File: src/rtl/mem_wb_skid_stage.sv
// MEM/WB pipeline stage with a valid/ready handshake and a 2-entry skid buffer.
// in_ready comes only from registered state, so no combinational path runs
// from out_ready back to in_ready. The write-back value is selected and
// register-0 writes are suppressed at capture time.
module mem_wb_skid_stage #(
  parameter int unsigned DATA_WIDTH   = 32,
  parameter int unsigned ADDRESS_BITS = 20,
  parameter int unsigned REG_BITS     = 5
) (
  input  logic                    clock,
  input  logic                    reset,
  input  logic                    flush,
  input  logic                    in_valid,
  output logic                    in_ready,
  input  logic [ADDRESS_BITS-1:0] in_data_addr,
  input  logic [DATA_WIDTH-1:0]   in_load_data,
  input  logic                    in_regWrite,
  input  logic                    in_memRead,
  input  logic [REG_BITS-1:0]     in_rd,
  input  logic [DATA_WIDTH-1:0]   in_ALU_result,
  output logic                    out_valid,
  input  logic                    out_ready,
  output logic [ADDRESS_BITS-1:0] out_data_addr,
  output logic [DATA_WIDTH-1:0]   out_wb_data,
  output logic                    out_regWrite,
  output logic                    out_memRead,
  output logic [REG_BITS-1:0]     out_rd,
  output logic [1:0]              occupancy
);

  typedef enum logic [1:0] {
    ST_EMPTY = 2'd0,
    ST_ONE   = 2'd1,
    ST_FULL  = 2'd2
  } state_e;

  typedef struct packed {
    logic [ADDRESS_BITS-1:0] addr;
    logic [DATA_WIDTH-1:0]   wb_data;
    logic                    regwrite;
    logic                    memread;
    logic [REG_BITS-1:0]     rd;
  } entry_t;

  state_e state_q, state_d;
  entry_t main_q, main_d;
  entry_t skid_q, skid_d;
  entry_t in_entry;
  logic   in_fire;
  logic   out_fire;

  // Build the stored form of the incoming entry: pick write-back data and gate rd==0 writes.
  always_comb begin
    in_entry          = '0;
    in_entry.addr     = in_data_addr;
    in_entry.wb_data  = in_memRead ? in_load_data : in_ALU_result;
    in_entry.regwrite = in_regWrite & (in_rd != '0);
    in_entry.memread  = in_memRead;
    in_entry.rd       = in_rd;
  end

  // Handshake and status outputs, all derived from registered state (plus reset for in_ready).
  always_comb begin
    in_ready  = (state_q != ST_FULL) & ~reset;
    out_valid = (state_q != ST_EMPTY);
    in_fire   = in_valid & in_ready;
    out_fire  = out_valid & out_ready;
    case (state_q)
      ST_ONE:  occupancy = 2'd1;
      ST_FULL: occupancy = 2'd2;
      default: occupancy = 2'd0;
    endcase
    out_data_addr = main_q.addr;
    out_wb_data   = main_q.wb_data;
    out_regWrite  = main_q.regwrite & out_valid;
    out_memRead   = main_q.memread;
    out_rd        = main_q.rd;
  end

  // Next-state and payload movement; flush overrides the state but leaves payload stale.
  always_comb begin
    state_d = state_q;
    main_d  = main_q;
    skid_d  = skid_q;
    case (state_q)
      ST_EMPTY: begin
        if (in_fire) begin
          state_d = ST_ONE;
          main_d  = in_entry;
        end
      end
      ST_ONE: begin
        if (in_fire && out_fire) begin
          main_d = in_entry;
        end else if (in_fire) begin
          state_d = ST_FULL;
          skid_d  = in_entry;
        end else if (out_fire) begin
          state_d = ST_EMPTY;
        end
      end
      ST_FULL: begin
        if (out_fire) begin
          state_d = ST_ONE;
          main_d  = skid_q;
        end
      end
      default: state_d = ST_EMPTY;
    endcase
    if (flush) begin
      state_d = ST_EMPTY;
    end
  end

  // State and payload registers; reset clears everything and beats flush.
  always_ff @(posedge clock) begin
    if (reset) begin
      state_q <= ST_EMPTY;
      main_q  <= '0;
      skid_q  <= '0;
    end else begin
      state_q <= state_d;
      main_q  <= main_d;
      skid_q  <= skid_d;
    end
  end

endmodule

File: config.mk
export PLATFORM = sky130hd
export DESIGN_NAME = mem_wb_skid_stage
export DESIGN_NICKNAME = d
export VERILOG_FILES = /design/src/rtl/mem_wb_skid_stage.sv
export SDC_FILE = /design/constraint.sdc
export NUM_CORES = 1
export LEC_CHECK = 0
export ABC_AREA = 1
export CORE_ASPECT_RATIO = 0.5
export CORE_MARGIN = 2
export CORE_UTILIZATION = 53
export DETAILED_ROUTE_END_ITERATION = 10
export GPL_ROUTABILITY_DRIVEN = 0
export HOLD_SLACK_MARGIN = 0.03
export PLACE_DENSITY = 0.86
export SKIP_CTS_REPAIR_TIMING = 1
export SLEW_MARGIN = 20
export SYNTH_ARGS = -nofsm -noshare
export SYNTH_HDL_FRONTEND = slang
export SYNTH_SLANG_ARGS = --single-unit
File: constraint.sdc
create_clock -name clock -period 3.05 [get_ports clock]
set_input_delay 0.915 -clock clock [delete_from_list [all_inputs] [get_ports clock]]
set_output_delay 0.915 -clock clock [all_outputs]
set_load 0.01 [all_outputs]
# --- Word level (Yosys, flattened, before mapping) ---
# Index checks and enable logic that the tools add are counted.
totals:
  output_inout_bits: 63
  inputBits: 96
  ram_bits: 0
  wordCells: 47
  n_memories: 0
  romBits: 0
  ff_bits: 120
  latch_bits: 0
op_classes:
  n_shift: 0
  n_addsub: 0
  n_reduce_logical: 9
  muxes: 12
  n_eq_ne: 8
  n_lt_le_gt_ge: 0
  div_mod_pow: 0
  n_bitwise: 7
  mul: 0
ops:
  columns: ["cell", "n"]
  rows:
  - ["59-bit two-way mux", 3]
  - ["59-bit one-hot mux with 3 select lines", 1]
  - ["32-bit two-way mux", 1]
  - ["2-bit two-way mux", 5]
  - ["2-bit != test, second input constant", 5]
  - ["4-bit AND reduction", 2]
  - ["2-bit one-hot mux with 3 select lines", 1]
  - ["1-bit bitwise AND", 5]
  - ["5-bit nonzero test", 1]
  - ["2-bit one-hot mux with 2 select lines", 1]
  - ["3-bit != test, second input constant", 1]
  - ["3-bit AND reduction", 1]
  - ["3-bit nonzero test", 1]
  - ["2-bit by 1-bit == test with 1-bit output, second input constant", 1]
  - ["2-bit == test, second input constant", 1]
  - ["2-bit logical NOT", 1]
  - ["1-bit NOT", 2]
  - ["2-bit nonzero test", 1]
  - ["2-bit OR reduction", 1]
  - ["1-bit logical AND", 1]

# --- Logic depth before layout (Yosys ltp) ---
depth:
  word_depth: 6
  ltp_mapped: 10

# --- Worst setup path after synthesis ---
# Ideal clock, no wire load.
synth_path:
  path_type: "input port to output port"
  from: "input port reset"
  to: "output port in_ready"
  path_slack_ns: 1.074
  n_path_buf: 0
  stages: 1
  arrival_time_ns: 1.061
  cell_sequence: "nor2_2"
synth_via:
  elab_chain_cells: 2
synth_lines:
  columns: ["element", "line", "text"]
  rows:
  - ["from (decl)", "11", "input logic reset,"]
  - ["1-bit NOT", "64", "in_ready = (state_q != ST_FULL) & ~reset;"]
  - ["1-bit bitwise AND", "64", null]
  - ["to (decl)", "14", "output logic in_ready,"]
# Every way passes these cells.

# --- Worst setup path after layout ---
# Ends and elaborated chain as after synthesis.

==> flow_metrics.py <==
metrics = {
    "die": {
        "core_sq_um": 11200,
        "io_pins": 159,
        "fp-row-count": 27,
        "dieArea_sq_um": 12600,
        "die_h_microns": 80.5,
        "start_util_pct": 55.3,
        "fp.dieW_microns": 157,
    },
    "power_and_ir_drop": {
        "ir_drop_mv": 0.341,
        "power.density_nw_per_um2": 542,
        "pwr-share-comb_pct": 15.1,
        "pwr-share-seq_pct": 38.7,
        "p_int_uw": 3340,
        "leakage_uw": 0.00339,
        "pwr-share-clk_pct": 46.2,
        "p_sw_uw": 1020,
        "switching_share_pct": 23.4,
        "finalPower_uw": 4360,
    },
    "sta": {
        "post-route-min-period_ns": 2.94,
        "final-hold-violation-count": 0,
        "max_freq_ghz": 0.340,
        "worstMarginPinSlew_ns": 0.544,
        "setup_ws_ns": 0.108,
        "drv_slew": 0,
        "finalClockSkew_ns": 0.00911,
        "rsz0062_at_grt": "false",
        "min_period_over_period_pct": 96.5,
        "setup_viol": 0,
        "fin_setup_tns_ns": 0,
        "slew_headroom_pct": 63.7,
    },
    "setup_path": {
        "cp.depth": 3,
        "cp.arrival_ns": 2.03,
        "r2r_cells": 9,
        "cp.required_ns": 2.13,
        "crit_path_max_incr_delay_ns": 0.54,
        "critical_path.max_fanout": 2,
        "worstSetupEndpointType": "primary output",
        "critPathKind": "in -> out",
        "crit_path_start_kind": "primary input",
        "crit_path_frequent_cell": "clkdlybuf4s50_1",
        "critical-path-top-delay-family": "buffers and inverters",
        "critical_path.cell_chain": "clkdlybuf4s50_1 > nor2_2 > clkdlybuf4s50_1",
        "slowest_stage": "clkdlybuf4s50_1",
        "path_buf_inv": 2,
    },
    "min_path": {
        "hp-class": "reg -> reg",
        "min_path_cells": 2,
    },
    "outcome": {
        "status": "finished, final reports clean",
    },
    "routing": {
        "drc": 0,
        "ant_nets": 0,
        "first_pass_iters": 7,
        "post_drt_via_cell_ratio": 4.98,
        "wirelength_microns": 15000,
        "drt_iter0_drc": 394,
        "vias": 5958,
        "wl_per_cell_microns": 12.5,
    },
    "place": {
        "post-place-ws_ns": 0.0955,
        "io_buffers": 158,
        "placedCellCount": 1165,
        "hpwl_microns": 9190,
    },
    "global_route": {
        "grt_pass1_wl_microns": 24500,
        "grtUsageTotal_pct": 24.1,
        "grt_antenna_before_repair": 0,
        "grt.overflow.total": 0,
        "grt_pass1_vias": 5407,
        "grt_max_degree": 118,
    },
    "synthesis": {
        "ys_seq_area_share_pct": 38.7,
        "synthCells": 961,
        "syn_area_per_cell_sq_um": 6.46,
        "syn_area_sq_um": 6210,
        "synth_seq_cells": 120,
        "syn-num-nets": 1057,
        "ys_warn_count": 0,
        "synth.distinct_cells": 21,
    },
    "clock_tree": {
        "insertion_delay_ns": 0.40,
        "clock_sinks": 120,
        "cts-root-buf": "clkbuf_16",
        "clk_path_buf_depth": 2,
        "htree_levels": 4,
        "cts_buffers": 17,
        "clk_pin_slew_ns": 0.05,
        "cts_tree": "done",
    },
    "layout": {
        "final_cells": 1196,
        "area_growth_pct": 29.8,
        "insertedDiodeCount": 0,
        "drive_gt1_share_pct": 4.82,
        "final_nets": 1121,
    },
    "run": {
        "max_cap_violations": 0,
    },
}
==> power groups by stage <==
stage	Clock (uW)	Sequential [uW]	Combinational (uW)
floorplan	0	1710	418
global placement	0	1720	644
detailed placement	0	1720	655
CTS	2040	1690	661
global route	2120	1700	730
finish	2020	1690	659
==> logic make-up (layout without fill, tap and decap cells) <==
family                 Yosys count  count (layout)  share of synthesized area (%)
DFF                            120             120                           38.7
buffers and inverters          201             277                           16.1
AOI/OAI and AO/OA              187             187                           15.2
and+or+nand+nor                453             453                           30.0
==> layout make-up <==
| cell class | count | area (sq um) |
|---|---|---|
| tap | 159 | 199 |
| sequential | 120 | 2400 |
| multi-input combinational | 640 | 2830 |
| timing repair buffer | 171 | 1750 |
| fill | 887 | 3160 |
| inverter | 75 | 282 |
| clock buffer | 23 | 478 |
| clock inverter | 8 | 120 |
==> cells in the mapped netlist, drive strengths merged <==
cell type	number	area share (%)
a21oi	92	7.5
clkbuf	39	2.4
nor2	216	13
nand2	172	10
dfxtp	120	39
o21a	1	0.12
inv	75	4.5
a31oi	1	0.10
o21ai	93	7.5
nor3	1	0.16
nand3b	26	3.1
nand3	35	2.8
nand4	3	0.30
buf	87	9.2
==> through the flow <==
step	utilization [%]	cell area [sq um]	hold WS, ns
2_1_floorplan	-	6210	0.439
3_3_place_gp	66.5	7460	0.452
3_5_place_dp	66.5	7460	0.465
4_1_cts	71.8	8060	0.480
5_1_grt	71.8	8060	0.496
6_report	71.8	8060	0.475
==> sequential cells by signal (all words and copies together), names as in the netlist <==
| name | count |
|---|---|
| skid_q | 59 |
| out_memRead | 1 |
| state_q | 2 |
| out_wb_data | 32 |
| out_rd | 5 |
| main_q | 1 |
| out_data_addr | 20 |
==> cells in the final DEF (no fill, tap or decap) <==
cell type	n
buf_2	1
nand2_2	1
nand3b_1	26
dfxtp_1	120
bufinv_16	3
a31oi_1	1
nor3_4	1
inv_1	72
nand4_1	3
nor2_1	215
o21ai_1	2
o21ai_0	91
nand3_1	35
nand2_4	1
a21oi_1	91
buf_4	7
clkinvlp_4	2
clkinv_2	3
buf_12	6
inv_2	3
a21oi_4	1
o21a_1	1
clkbuf_16	17
nand2_1	170
nor2_2	1
clkdlybuf4s50_1	157
clkbuf_1	3
clkbuf_8	3
==> worst paths after layout <==
path,slack [ns],from,to
setup reg to reg,0.71,state_q[0],out_wb_data[16]
hold reg to reg,0.48,out_data_addr[15],out_data_addr[15]
setup / recovery,0.11,reset,in_ready
hold / removal,0.48,out_data_addr[15],out_data_addr[15]
==> worst reg2reg max path, cell delays in order, from the launching register on <==
cell and delay, ns:
dfxtp_1 0.41, inv_2 0.06, nand2_2 0.31, buf_4 0.45, nand4_1 0.25, nand2_4 0.14
buf_12 0.31, nand3_1 0.18, nand2_1 0.08, nor2_1 0.04
==> per-layer routing <==
layer	share of wire [%]	global-route usage, %
met3	5.8	6.04
met1	41	27.3
met5	0	0
met2	52	44.8
met4	1.5	8.18
No activity file was read; power rests on OpenSTA's default activity.
